$ cat config.mk
export PLATFORM = sky130hd
export DESIGN_NAME = uart_hex_io_handler
export DESIGN_NICKNAME = d
export VERILOG_FILES = /design/src/rtl/uart_hex_io_handler.sv
export SDC_FILE = /design/constraint.sdc
export NUM_CORES = 1
export LEC_CHECK = 0
export ABC_AREA = 0
export CAP_MARGIN = 5
export CELL_PAD_IN_SITES_DETAIL_PLACEMENT = 0
export CELL_PAD_IN_SITES_GLOBAL_PLACEMENT = 1
export CORE_MARGIN = 2
export CORE_UTILIZATION = 25
export CTS_CLUSTER_SIZE = 30
export DETAILED_ROUTE_END_ITERATION = 8
export PLACE_DENSITY = 0.65
export SETUP_SLACK_MARGIN = 0.1
export SLEW_MARGIN = 20
export SYNTH_ARGS = -nofsm -noshare
export SYNTH_HDL_FRONTEND = slang
export SYNTH_SLANG_ARGS = --single-unit
$ cat constraint.sdc
create_clock -name clk -period 4.4 [get_ports clk]
set_clock_uncertainty 0.1 [all_clocks]
set_input_delay 0.44 -clock clk [delete_from_list [all_inputs] [get_ports clk]]
set_output_delay 0.44 -clock clk [all_outputs]
set_load 0.03 [all_outputs]
$ cat src/rtl/uart_hex_io_handler.sv
// ASCII-hex request parser / response serialiser between a byte UART and the host master.
// Optional inter-character receive timeout enabled by defining UART_HEX_TIMEOUT_EN.
`ifndef COMMAND_WRITE
`define COMMAND_WRITE 16'h0001
`endif

module uart_hex_io_handler #(
  parameter int unsigned DATA_WIDTH     = 32,
  parameter int unsigned COUNT_WIDTH    = 28,
  parameter int unsigned TIMEOUT_CYCLES = 100000
) (
  input  logic                   clk,
  input  logic                   rst,
  input  logic [7:0]             rx_byte,
  input  logic                   rx_valid,
  output logic [7:0]             tx_byte,
  output logic                   tx_en,
  input  logic                   tx_busy,
  input  logic                   master_ready,
  output logic                   ih_ready,
  output logic [DATA_WIDTH-1:0]  in_command,
  output logic [DATA_WIDTH-1:0]  in_address,
  output logic [DATA_WIDTH-1:0]  in_data,
  output logic [COUNT_WIDTH-1:0] in_data_count,
  output logic                   rx_error,
  output logic                   oh_ready,
  input  logic                   oh_en,
  input  logic [DATA_WIDTH-1:0]  out_status,
  input  logic [DATA_WIDTH-1:0]  out_address,
  input  logic [DATA_WIDTH-1:0]  out_data,
  input  logic [COUNT_WIDTH-1:0] out_data_count
);

  localparam int unsigned CN   = COUNT_WIDTH / 4;
  localparam int unsigned WN   = DATA_WIDTH / 4;
  localparam int unsigned MaxN = (CN > WN) ? CN : WN;
  localparam int unsigned NibW = $clog2(MaxN + 1);
  localparam int unsigned CmdW = (DATA_WIDTH < 16) ? DATA_WIDTH : 16;
  localparam logic [CmdW-1:0] CmdWrite = CmdW'(`COMMAND_WRITE);

  typedef enum logic [2:0] {RIdle, RCount, RCmd, RAddr, RData, RDeliver} rx_state_e;
  typedef enum logic [2:0] {TIdle, TSof, TCount, TStatus, TAddr, TData, TNext} tx_state_e;

  // {valid, nibble}; letters of either case map via the low nibble plus 9
  function automatic logic [4:0] hex_decode(input logic [7:0] b);
    if (b >= 8'h30 && b <= 8'h39) return {1'b1, b[3:0]};
    if ((b >= 8'h41 && b <= 8'h46) || (b >= 8'h61 && b <= 8'h66)) return {1'b1, b[3:0] + 4'd9};
    return 5'd0;
  endfunction

  // ---------------------------------------------------------------- receive
  rx_state_e              rx_state_q, rx_state_d;
  logic [NibW-1:0]        rx_nib_q, rx_nib_d, rx_last;
  logic [DATA_WIDTH-1:0]  cmd_q, cmd_d, addr_q, addr_d, data_q, data_d;
  logic [COUNT_WIDTH-1:0] cnt_q, cnt_d;
  logic [4:0]             rx_dec;
  logic                   rx_clear, ih_ready_c, rx_error_c, timeout_hit;

  assign rx_dec  = hex_decode(rx_byte);
  assign rx_last = (rx_state_q == RCount) ? NibW'(CN - 1) : NibW'(WN - 1);

`ifdef UART_HEX_TIMEOUT_EN
  localparam int unsigned TW = $clog2(TIMEOUT_CYCLES + 1);
  logic [TW-1:0] timer_q, timer_d;
  logic          rx_in_field;

  assign rx_in_field = (rx_state_q != RIdle) && (rx_state_q != RDeliver);
  assign timer_d     = (rx_valid || !rx_in_field) ? '0 : timer_q + TW'(1);
  assign timeout_hit = rx_in_field && !rx_valid && (timer_q == TW'(TIMEOUT_CYCLES - 1));

  always_ff @(posedge clk) begin
    if (rst) timer_q <= '0;
    else     timer_q <= timer_d;
  end
`else
  assign timeout_hit = 1'b0;
`endif

  always_comb begin
    rx_state_d = rx_state_q;
    rx_nib_d   = rx_nib_q;
    cmd_d      = cmd_q;
    addr_d     = addr_q;
    data_d     = data_q;
    cnt_d      = cnt_q;
    rx_clear   = 1'b0;
    ih_ready_c = 1'b0;
    rx_error_c = 1'b0;
    unique case (rx_state_q)
      RIdle: begin
        if (rx_valid && rx_byte == 8'h4C) begin
          rx_clear   = 1'b1;
          rx_state_d = RCount;
        end
      end
      RCount, RCmd, RAddr, RData: begin
        if (rx_valid) begin
          if (!rx_dec[4]) begin
            rx_error_c = 1'b1;
            rx_clear   = 1'b1;
            rx_state_d = RIdle;
          end else begin
            case (rx_state_q)
              RCount:  cnt_d  = (cnt_q << 4) | COUNT_WIDTH'(rx_dec[3:0]);
              RCmd:    cmd_d  = (cmd_q << 4) | DATA_WIDTH'(rx_dec[3:0]);
              RAddr:   addr_d = (addr_q << 4) | DATA_WIDTH'(rx_dec[3:0]);
              default: data_d = (data_q << 4) | DATA_WIDTH'(rx_dec[3:0]);
            endcase
            if (rx_nib_q == rx_last) begin
              rx_nib_d = '0;
              case (rx_state_q)
                RCount:  rx_state_d = RCmd;
                RCmd:    rx_state_d = RAddr;
                RAddr:   rx_state_d = RData;
                default: rx_state_d = RDeliver;
              endcase
            end else begin
              rx_nib_d = rx_nib_q + NibW'(1);
            end
          end
        end
      end
      RDeliver: begin
        if (master_ready) begin
          ih_ready_c = 1'b1;
          // Writes loop back for another data word until the count is spent
          if (cmd_q[CmdW-1:0] == CmdWrite && cnt_q != '0) begin
            cnt_d      = cnt_q - COUNT_WIDTH'(1);
            data_d     = '0;
            rx_nib_d   = '0;
            rx_state_d = RData;
          end else begin
            rx_state_d = RIdle;
          end
        end
      end
      default: rx_state_d = RIdle;
    endcase
    if (timeout_hit) begin
      rx_error_c = 1'b1;
      rx_clear   = 1'b1;
      rx_state_d = RIdle;
    end
    if (rx_clear) begin
      cmd_d    = '0;
      addr_d   = '0;
      data_d   = '0;
      cnt_d    = '0;
      rx_nib_d = '0;
    end
  end

  always_ff @(posedge clk) begin
    if (rst) begin
      rx_state_q <= RIdle;
      rx_nib_q   <= '0;
      cmd_q      <= '0;
      addr_q     <= '0;
      data_q     <= '0;
      cnt_q      <= '0;
    end else begin
      rx_state_q <= rx_state_d;
      rx_nib_q   <= rx_nib_d;
      cmd_q      <= cmd_d;
      addr_q     <= addr_d;
      data_q     <= data_d;
      cnt_q      <= cnt_d;
    end
  end

  // --------------------------------------------------------------- transmit
  tx_state_e              tx_state_q, tx_state_d;
  logic [NibW-1:0]        tx_nib_q, tx_nib_d, tx_last;
  logic [COUNT_WIDTH-1:0] tx_cnt_q, tx_cnt_d;
  logic [DATA_WIDTH-1:0]  tx_status_q, tx_status_d, tx_addr_q, tx_addr_d, tx_data_q, tx_data_d;
  logic                   tx_wait_q, tx_wait_d, tx_en_q, tx_en_d, tx_send, oh_ready_c;
  logic [7:0]             tx_byte_q, tx_byte_d, tx_char;
  logic [3:0]             tx_cur;
  int                     tx_shift;

  assign tx_last  = (tx_state_q == TCount) ? NibW'(CN - 1) : NibW'(WN - 1);
  assign tx_shift = 4 * (int'(tx_last) - int'(tx_nib_q));
  assign tx_send  = !tx_busy && !tx_wait_q;
  assign tx_char  = (tx_cur < 4'd10) ? (8'h30 + {4'h0, tx_cur}) : (8'h37 + {4'h0, tx_cur});

  always_comb begin
    unique case (tx_state_q)
      TCount:  tx_cur = 4'(tx_cnt_q >> tx_shift);
      TStatus: tx_cur = 4'(tx_status_q >> tx_shift);
      TAddr:   tx_cur = 4'(tx_addr_q >> tx_shift);
      default: tx_cur = 4'(tx_data_q >> tx_shift);
    endcase
  end

  always_comb begin
    tx_state_d  = tx_state_q;
    tx_nib_d    = tx_nib_q;
    tx_cnt_d    = tx_cnt_q;
    tx_status_d = tx_status_q;
    tx_addr_d   = tx_addr_q;
    tx_data_d   = tx_data_q;
    tx_byte_d   = tx_byte_q;
    tx_en_d     = 1'b0;
    // Wait holds off a second strobe until the UART has acknowledged by going busy
    tx_wait_d   = tx_busy ? 1'b0 : tx_wait_q;
    oh_ready_c  = 1'b0;
    unique case (tx_state_q)
      TIdle: begin
        oh_ready_c = 1'b1;
        if (oh_en) begin
          tx_status_d = out_status;
          tx_addr_d   = out_address;
          tx_data_d   = out_data;
          tx_cnt_d    = out_data_count;
          tx_nib_d    = '0;
          tx_state_d  = TSof;
        end
      end
      TSof: begin
        if (tx_send) begin
          tx_en_d    = 1'b1;
          tx_byte_d  = 8'h53;
          tx_wait_d  = 1'b1;
          tx_state_d = TCount;
        end
      end
      TCount, TStatus, TAddr, TData: begin
        if (tx_send) begin
          tx_en_d   = 1'b1;
          tx_byte_d = tx_char;
          tx_wait_d = 1'b1;
          if (tx_nib_q == tx_last) begin
            tx_nib_d = '0;
            case (tx_state_q)
              TCount:  tx_state_d = TStatus;
              TStatus: tx_state_d = TAddr;
              TAddr:   tx_state_d = TData;
              default: tx_state_d = TNext;
            endcase
          end else begin
            tx_nib_d = tx_nib_q + NibW'(1);
          end
        end
      end
      TNext: begin
        if (tx_cnt_q != '0) begin
          oh_ready_c = 1'b1;
          if (oh_en) begin
            tx_data_d  = out_data;
            tx_cnt_d   = tx_cnt_q - COUNT_WIDTH'(1);
            tx_nib_d   = '0;
            tx_state_d = TData;
          end
        end else begin
          tx_state_d = TIdle;
        end
      end
      default: tx_state_d = TIdle;
    endcase
  end

  always_ff @(posedge clk) begin
    if (rst) begin
      tx_state_q  <= TIdle;
      tx_nib_q    <= '0;
      tx_cnt_q    <= '0;
      tx_status_q <= '0;
      tx_addr_q   <= '0;
      tx_data_q   <= '0;
      tx_byte_q   <= '0;
      tx_en_q     <= 1'b0;
      tx_wait_q   <= 1'b0;
    end else begin
      tx_state_q  <= tx_state_d;
      tx_nib_q    <= tx_nib_d;
      tx_cnt_q    <= tx_cnt_d;
      tx_status_q <= tx_status_d;
      tx_addr_q   <= tx_addr_d;
      tx_data_q   <= tx_data_d;
      tx_byte_q   <= tx_byte_d;
      tx_en_q     <= tx_en_d;
      tx_wait_q   <= tx_wait_d;
    end
  end

  // Strobes are masked during reset so an aborted frame emits nothing
  assign ih_ready      = ih_ready_c & ~rst;
  assign rx_error      = rx_error_c & ~rst;
  assign oh_ready      = oh_ready_c & ~rst;
  assign tx_en         = tx_en_q & ~rst;
  assign tx_byte       = tx_byte_q;
  assign in_command    = cmd_q;
  assign in_address    = addr_q;
  assign in_data       = data_q;
  assign in_data_count = cnt_q;

endmodule

# After elaboration in Yosys (flattened, before gate mapping)
# Index checks and enable logic that the tools add are counted.
[word_totals]
regBits = 272
inputBits = 138
out_inout_bits = 136
elab_cells = 182
[classes]
add_sub_neg = 8
magnitude_cmp = 7
n_eq_ne = 30
shift = 4
mux = 73
bitwise_logic = 10
n_reduce_logical = 35
[op_table]
columns = ["op", "n"]
rows = [
  ["28-bit 2-to-1 mux", 8],
  ["32-bit 2-to-1 mux", 7],
  ["32-bit case mux with 2 select lines", 2],
  ["28-bit case mux with 2 select lines", 2],
  ["32-bit by 4-bit bitwise OR with 32-bit output", 3],
  ["32-bit by 32-bit >> shifter with 4-bit output", 3],
  ["28-bit nonzero test", 2],
  ["28-bit by 1-bit subtractor with 28-bit output, second input constant", 2],
  ["3-bit 2-to-1 mux", 12],
  ["4-bit 2-to-1 mux", 9],
  ["28-bit by 32-bit >> shifter with 4-bit output", 1],
  ["28-bit by 4-bit bitwise OR with 28-bit output", 1],
  ["3-bit case mux with 3 select lines", 3],
  ["2-bit inequality test, second input constant", 13],
  ["4-bit case mux with 3 select lines", 2],
  ["5-bit 2-to-1 mux", 4],
  ["16-bit by 1-bit equality test with 1-bit output, second input constant", 1],
  ["8-bit by 7-bit >= comparator with 1-bit output, second input constant", 2],
  ["8-bit by 7-bit <= comparator with 1-bit output, second input constant", 2],
  ["1-bit 2-to-1 mux", 16],
  ["8-bit 2-to-1 mux", 2],
  ["8-bit case mux with 2 select lines", 1],
  ["4-bit AND reduction", 4],
  ["3-bit equality test, second input constant", 5],
  ["32 further kinds", 60],
]

# Logic depth before layout (Yosys ltp)
# Gate-level depths: netlist (run 1).
[logic_depth]
word_depth = 12
mapped_depth = 18
depth_no_buf = 15

# Least setup slack after synthesis (run 1)
# No wires, ideal clock.
[synth_timing]
path_type = "reg-to-reg"
start = "reg tx_state_q[0]"
end = "reg tx_byte_q[1] (netlist: tx_byte[1])"
setup_ns = 0.078
arrival_time_ns = 3.718
required_time_ns = 4.222
path_slack_ns = 0.504
stages_incl_launch_ff = 17
n_path_buf = 5
synth_period_minus_slack_ns = 3.896
path_cell_list = "dfxtp_1 -> buf_4 -> buf_2 -> clkbuf_1 -> buf_1 -> nor2_1 -> ha_1 -> inv_1 -> clkbuf_1 -> o21ai_0 -> o311ai_0 -> a211oi_1 -> nor4_2 -> nand2_1 -> ha_1 -> o311a_1 -> nor3_1"
[synth_via]
elab_chain_cells = 9
word_cells_on_any_way = 23
classes_between = "3 x add/sub; 1 x order compare; 7 x eq/ne; 4 x shift; 5 x mux; 3 x reduce/logical"
[synth_rtl]
columns = ["item", "line_no", "text"]
rows = [
  ["from (decl)", "172", "tx_state_e tx_state_q, tx_state_d;"],
  ["from (signal assigned)", "264", "tx_state_q <= TIdle;"],
  ["from (signal assigned)", "274", "tx_state_q <= tx_state_d;"],
  ["3-bit by 2-bit equality test with 1-bit output", "181, 187, 207", ""],
  ["1-bit 2-to-1 mux", "181", "assign tx_last = (tx_state_q == TCount) ? NibW'(CN - 1) : NibW'(WN - 1);"],
  ["3-bit by 4-bit subtractor with 5-bit output", "182", "assign tx_shift = 4 * (int'(tx_last) - int'(tx_nib_q));"],
  ["32-bit by 32-bit >> shifter with 4-bit output (tied with other cells)", "191", "default: tx_cur = 4'(tx_data_q >> tx_shift);"],
  ["4-bit case mux with 3 select lines", "187", "unique case (tx_state_q)"],
  ["6-bit by 4-bit adder with 7-bit output / 4-bit less-than comparator (equally long branches)", "184", "assign tx_char = (tx_cur < 4'd10) ? (8'h30 + {4'h0, tx_cur}) : (8'h37 + {4'h0, tx_cur});"],
  ["7-bit 2-to-1 mux", "184", ""],
  ["8-bit 2-to-1 mux", "228", "if (tx_send) begin"],
  ["8-bit case mux with 2 select lines", "207", "unique case (tx_state_q)"],
  ["to (signal assigned)", "280", "tx_byte_q <= tx_byte_d;"],
  ["to (decl)", "177", "logic [7:0] tx_byte_q, tx_byte_d, tx_char;"],
]
# Parallel ways exist; a longest one is shown, timed or not. The select of a mux whose other input is x is not followed.
# A chain may end at the register's enable or synchronous reset.

# Final worst setup path (run 1)
[layout_timing]
start = "reg tx_cnt_q[0]"
end = "out oh_ready"
[layout_via]
elab_chain_cells = 4
[layout_rtl]
columns = ["item", "line_no", "text"]
rows = [
  ["from (decl)", "174", "logic [COUNT_WIDTH-1:0] tx_cnt_q, tx_cnt_d;"],
  ["from (signal assigned)", "276", "tx_cnt_q <= tx_cnt_d;"],
  ["28-bit nonzero test", "246", "if (tx_cnt_q != '0) begin"],
  ["1-bit 2-to-1 mux", "246", ""],
  ["1-bit case mux with 2 select lines", "207", ""],
  ["1-bit AND", "289", "assign oh_ready = oh_ready_c & ~rst;"],
  ["to (decl)", "26", "output logic oh_ready,"],
]
# No other way between the ends.

==> results.json, run 1 <==
{
  "finalPower_mw": 6.74,
  "io_buffers": 272,
  "cts_buffers": 35,
  "crit_required_ns": 3.86,
  "die_area_um2": 54900,
  "p_seq_share_pct": 40.3,
  "worst-endpoint-arrival_ns": 3.41,
  "grt_overflow_total": 0,
  "drv_cap": 0,
  "clkTransAtPathRegs_ns": 0.06,
  "tightestPinTransition_ns": 0.972,
  "yosysMostFrequentCell": "nand2_1",
  "drc": 0,
  "first_pass_iters": 5,
  "syn_area_um2": 13300,
  "power.share.clock_pct": 44.8,
  "fin_setup_tns_ns": 0,
  "place.gp.congestion": 0.892,
  "cts_tree": "done",
  "period_share_pct": 89.7,
  "synth_area_leaders": "dfxtp_1, nand2_1, a21oi_1, nor2_1, o21ai_0",
  "drv_slew": 0,
  "p_comb_share_pct": 14.8,
  "relSlewSlack_pct": 35.0,
  "dpl.hpwl_mm": 34.7,
  "pre_cts_slack_ns": 0.797,
  "crit_path_start_kind": "flop",
  "vias_per_cell": 5.04,
  "fin_cells": 2675,
  "synth_nets": 1913,
  "clock_path_buffers": 3,
  "synth_top_area_share_pct": 40.9,
  "fin_util_pct": 33.7,
  "htreeDepth": 2,
  "finalSetupViolations": 0,
  "fmax_mhz": 253,
  "grt_antenna_before_repair": 2,
  "io_pins": 274,
  "static-leakage-power_nw": 6.07,
  "placed_area_um2": 16500,
  "crit_type": "flop to output pin",
  "grt_pass1_vias": 12500,
  "dp_cells": 2614,
  "internal_power_mw": 4.85,
  "final_area_um2": 17700,
  "yosys_register_bits": 271,
  "synthCells": 1763,
  "yosysSeqAreaShare_pct": 40.9,
  "hold_violations": 0,
  "fin_hold_ws_ns": 0.340,
  "switching_share_pct": 28.0,
  "area_growth_syn_to_layout_pct": 33.4,
  "drtIter0Drc": 1026,
  "rsz0062_at_grt": "no",
  "rows": 84,
  "p_per_area_nw_per_um2": 381,
  "insertion_delay_ns": 0.53,
  "drtAntennaViolNets": 0,
  "endpoint_kind": "output pin",
  "syn_avg_cell_area_um2": 7.52,
  "async_flop_share_pct": 0,
  "dr_total_vias": 13500,
  "layout_setup_ws_ns": 0.452,
  "max-vdd-ir-drop_mv": 0.210,
  "fp.dieH_um": 234,
  "die_w_um": 234,
  "wirelength_mm": 48.3,
  "clock_sinks": 271,
  "initial_core_util_pct": 25.2,
  "grt_usage_pct": 17.0,
  "synth_common_cells": "nand2_1, dfxtp_1, a21oi_1",
  "synth_area_leader_cell": "dfxtp_1",
  "status": "completed",
  "cts_resized": 0,
  "hold_buffers": 0,
  "grt_start_max_net_pins": 87,
  "power_switching_mw": 1.88,
  "wire_per_inst_um": 18.0,
  "final_nets": 2113,
  "antennaDiodeCount": 0,
  "synth.distinct_cells": 85,
  "cp_max_fo": 5,
  "core_area_um2": 52600,
  "clockRootBuffer": "clkbuf_16",
  "grt_pass1_wl_mm": 73.2,
  "post-cts-setup-buffers": 0,
  "synth_top_flop_cell": "dfxtp_1",
  "synth_warnings": 0,
  "period_minus_slack_ns": 3.95,
  "synth-edff-count": 0,
  "hp-class": "flop to flop",
  "drive_above_1_share_pct": 6.69
}
==> worst paths after layout <==
kind                              startpoint                       to  slack [ns]  depth (start not counted)
setup / recovery    tx_cnt_q[0]$_SDFFE_PP0P_                 oh_ready        0.45                          8
hold / removal       tx_byte[5]$_SDFFE_PP0P_  tx_byte[5]$_SDFFE_PP0P_        0.34                          2
setup reg to reg  tx_state_q[2]$_SDFFE_PP0P_  tx_byte[0]$_SDFFE_PP0P_        0.86                         12
hold reg to reg      tx_byte[5]$_SDFFE_PP0P_  tx_byte[5]$_SDFFE_PP0P_        0.34                          2
==> flip-flops by register name, summed over array words and instances (netlist names), 7 cells and up <==
register	count
in_address	32
tx_byte	7
in_data_count	28
tx_cnt_q	28
in_command	32
in_data	32
tx_addr_q	32
tx_data_q	32
tx_status_q	32
==> metal layers <==
metal	GRT usage [%]	vias to the layer above	part of all wire, %
li1	-	6633	-
met1	23.7	6356	47
met2	25.4	401	43
met3	4.56	75	7.1
met4	4.99	4	2.4
met5	0	-	0.050
==> power by group through the flow <==
stage,clock [mW],combinational (mW),sequential [mW]
final,3.02,1.00,2.72
after global routing,3.21,1.11,2.73
after CTS,3.10,1.00,2.71
after detailed placement,0,0.998,2.77
after global placement,0,0.988,2.77
after floorplan,0,0.634,2.71
==> worst max-delay path, cell delays in order (launching register included) <==
cell	delay, ns
dfxtp_1	0.37
inv_1	0.14
ha_1	0.16
or4b_2	0.60
nor4_1	0.22
nand4_1	0.23
a21oi_1	0.38
nor3_1	0.14
clkdlybuf4s50_1	0.63
==> area by class of cell <==
class	instances	area, um^2
Tap cell	688	861
Clock inverter	17	235
Timing Repair Buffer	303	2970
Sequential cell	271	5430
Multi-Input combinational cell	1337	7180
Fill cell	5678	34800
Clock buffer	44	981
Inverter	15	56.3
==> cells in the final DEF, fill, tap and decap left out, types with 8 or more instances in the layout <==
cell / Yosys / routed
clkbuf_16: 0 / 36
nand3_1: 48 / 47
o211ai_1: 15 / 15
o21ai_0: 68 / 68
mux2i_1: 12 / 12
dfxtp_1: 271 / 271
o22ai_1: 15 / 15
nor2_1: 110 / 110
a31oi_1: 10 / 10
or3_1: 18 / 17
o221ai_1: 12 / 12
a22oi_1: 26 / 26
o32ai_1: 12 / 12
o31ai_1: 20 / 20
nor3_1: 55 / 54
a21oi_1: 270 / 269
clkdlybuf4s50_1: 0 / 271
o21a_1: 9 / 9
or2_2: 8 / 8
nor3b_1: 8 / 8
nor2b_1: 15 / 15
nand2_1: 424 / 422
buf_4: 7 / 31
ha_1: 12 / 12
nand2b_1: 10 / 10
inv_1: 15 / 15
a211oi_1: 21 / 21
nor4_1: 13 / 13
==> cells by family (layout without fill, tap and decap cells) <==
logic type,Yosys count,in the layout,share of synthesized area (%)
and+or+nand+nor,764,764,26.1
AOI/OAI and AO/OA,531,531,24.1
adders and majority gates,13,13,1.21
DFF,271,271,40.9
buffers and inverters,155,379,5.26
other,1,1,0.0283
muxes,21,21,1.84
xor gates and xnor gates,7,7,0.519
Note: power is estimated with default switching activity, not from simulation.
==> inputs of run 2 (changes only) <==
Settings changed: HOLD_SLACK_MARGIN set to 0.05.
==> results of run 2 <==
The final DEF is identical to that of run 1; final timing and power are the same.
==> RTL change (settings of run 1) <==
`tx_addr_q` no longer has a reset.
--- a/src/rtl/uart_hex_io_handler.sv
+++ b/src/rtl/uart_hex_io_handler.sv
@@ -267,3 +267,2 @@
       tx_status_q <= '0;
-      tx_addr_q   <= '0;
       tx_data_q   <= '0;
@@ -277,3 +276,2 @@
       tx_status_q <= tx_status_d;
-      tx_addr_q   <= tx_addr_d;
       tx_data_q   <= tx_data_d;
@@ -283,2 +281,6 @@
     end
+  end
+
+  always_ff @(posedge clk) begin
+    tx_addr_q <= tx_addr_d;
   end
Function: same outputs for any inputs over 4 cycles, from zero or initial values and one cycle with rst high; that may be too few to reach the edited logic, so the function may still have changed.
==> RTL change against run 1 <==
Routed wire length increased by 0.87%. Non-clock buffer count increased by 9. Cell area decreased by 0.95%. Critical path depth increased by 7. Setup slack better by 0.19 ns. Register-to-register slack worse by 0.21 ns. Sequential cell count did not move. Synthesized area decreased by 2.2%. Critical endpoint is now tx_byte[2].
Power is not compared: it rests on default switching activity, and its combinational part moved more than twofold at a synthesized area within 25%.
==> RTL change: results (changes against run 1) <==
{
  "grt_start_max_net_pins": {"value": 97, "change": "+11%"},
  "antenna_found_initial": {"value": 4, "change": "+2"},
  "total_global_routing_track_utilization": {"value": 0.1762, "change": "+0.006375"},
  "worst_setup_ep": {"value": "tx_byte[2]"},
  "ff2ff_path_depth": {"value": 15, "change": "+3"},
  "synth.avg_cell_area": {"value": 7.875, "unit": "um^2", "change": "+4.7%"},
  "crit_slowest_cell": {"value": "a211oi_1"},
  "status": {"value": "completed"},
  "min_path_type": {"value": "input pin to flop"},
  "synth_common_cells": {"value": "nand2_1, a21oi_1, dfxtp_1, nor2_1, o21ai_0"},
  "timing.reg2reg.setup_slack": {"value": 0.65, "unit": "ns", "change": "-0.21 ns"},
  "cp_max_fo": {"value": 17, "change": "+12"},
  "ys_top_cells_by_area": {"value": "dfxtp_1, nand2_1, a21oi_1"},
  "worstSetupStartpoint": {"value": "tx_state_q[2]"},
  "slew-limit-headroom": {"value": 0.3157, "change": "-0.03387"},
  "sequential_to_total_area_share_from_yosys_stat": {"value": 0.4427, "change": "+0.03371"},
  "vias_per_cell": {"value": 5.003, "change": "-0.64%"},
  "dp_hpwl": {"value": 34.55, "unit": "mm", "change": "-0.31%"},
  "dp_cells": {"value": 2517, "change": "-3.7%"},
  "first_global_vias": {"value": 12474, "change": "-0.49%"},
  "gp_routability_congestion": {"value": 0.8988, "change": "+0.81%"},
  "worst-endpoint-arrival": {"value": 4.13, "unit": "ns", "change": "+0.72 ns"},
  "drive_gt1_frac": {"value": 0.06530, "change": "-0.001638"},
  "first_pass_grt_wire_length": {"value": 74.49, "unit": "mm", "change": "+1.8%"},
  "synth_edf_count": {"value": 32, "change": "+32"},
  "violation_count_after_the_first_detailed_routing_iteration": {"value": 941, "change": "-8.3%"},
  "synth.lib_cells_used.distinct": {"value": 87, "change": "+2.4%"},
  "synth.net_count": {"value": 1798, "change": "-6.0%"},
  "clk-insertion-delay-late": {"value": 0.55, "unit": "ns", "change": "+0.02 ns"},
  "num-nets-final": {"value": 2023, "change": "-4.3%"},
  "crit_path_max_incr_delay": {"value": 0.56, "unit": "ns", "change": "-0.07 ns"},
  "rr_endpoint": {"value": "tx_byte[2]"},
  "stdcell_count": {"value": 2580, "change": "-3.6%"},
  "cts_buffers": {"value": 34, "change": "-2.9%"},
  "detail_route.wirelength": {"value": 48.70, "unit": "mm", "change": "+0.87%"}
}
[RTL change: cell count changes after synthesis, sizes merged, moves of 10 or more]
cell    before  now
inv         15   25
nor3        56   39
dfxtp      271  239
o31ai       20    9
edfxtp       0   32
nand2      424  359
nand3       48   61
clkbuf      86   70
a21oi      270  239
o21ai       70  100
or3         21   10
a211oi      21   37
o211ai      16    6
[RTL change: worst min path at each step]
stage / slack (ns) / depth (start not counted) / end / startpoint
after detailed placement: 0.34 / 2 / in_data[30] / in_data[30]
after floorplan: 0.33 / 2 / tx_status_q[2] / tx_status_q[2]
after global routing: 0.33 / 1 / tx_addr_q[9] / out_address[9]
after CTS: 0.32 / 3 / tx_status_q[9] / out_status[9]
final: 0.35 / 3 / tx_status_q[9] / out_status[9]
after global placement: 0.34 / 2 / in_data[30] / in_data[30]
[RTL change: metrics by stage]
step	hold slack [ns]	setup slack, ns	power, mW	utilization	area, um^2
2_1_floorplan	0.3318	0.1673	4.351	-	12980
3_3_place_gp	0.3405	0.8229	5.137	0.3190	16360
4_1_cts	0.3211	0.6893	8.112	0.3417	17530
5_1_grt	0.3327	0.4646	8.458	0.3417	17530
6_report	0.3472	0.6458	8.042	0.3417	17530
3_5_place_dp	0.3450	0.7407	5.154	0.3190	16360
[RTL change: cell type report]
type / count / area (um^2)
Tap cell: 680 / 850.8
Sequential cell: 271 / 5746
Clock buffer: 45 / 953.4
Antenna cell: 1 / 2.502
Multi-Input combinational cell: 1228 / 6625
Fill cell: 5399 / 33770
Timing Repair Buffer: 312 / 3045
Inverter: 26 / 97.59
Clock inverter: 17 / 211.5
[RTL change: routing by layer]
layer | wire length, um | GRT usage | part of all wire | up-vias
met4 | 1510 | 0.06310 | 0.031 | 6
met1 | 21320 | 0.2282 | 0.44 | 6138
met3 | 2711 | 0.03487 | 0.056 | 77
li1 | - | - | - | 6322
met5 | 40 | 0 | 0.00082 | -
met2 | 23110 | 0.2903 | 0.47 | 365
[RTL change: logic make-up after synthesis]
logic type / after synthesis / synth area share
buffers and inverters: 149 / 0.04994
adders and majority gates: 13 / 0.01234
AOI/OAI and AO/OA: 510 / 0.2361
xor gates and xnor gates: 7 / 0.005303
other: 1 / 0.0002889
DFF: 271 / 0.4427
and+or+nand+nor: 675 / 0.2340
muxes: 22 / 0.01938
[RTL change: tightest hold or removal path, delay by kind of cell]
family,cells,cell delay (ns)
AOI/OAI and AO/OA,1,0.05
and+or+nand+nor,1,0.06
buffers and inverters,1,0.40
[RTL change: report_power, final]
part / switching, mW / internal, mW / total [mW] / leakage, nW
Clock: 1.14 / 1.77 / 2.91 / 0.573
Sequential: 0.279 / 2.79 / 3.07 / 2.25
Combinational: 1.30 / 0.762 / 2.06 / 3.03
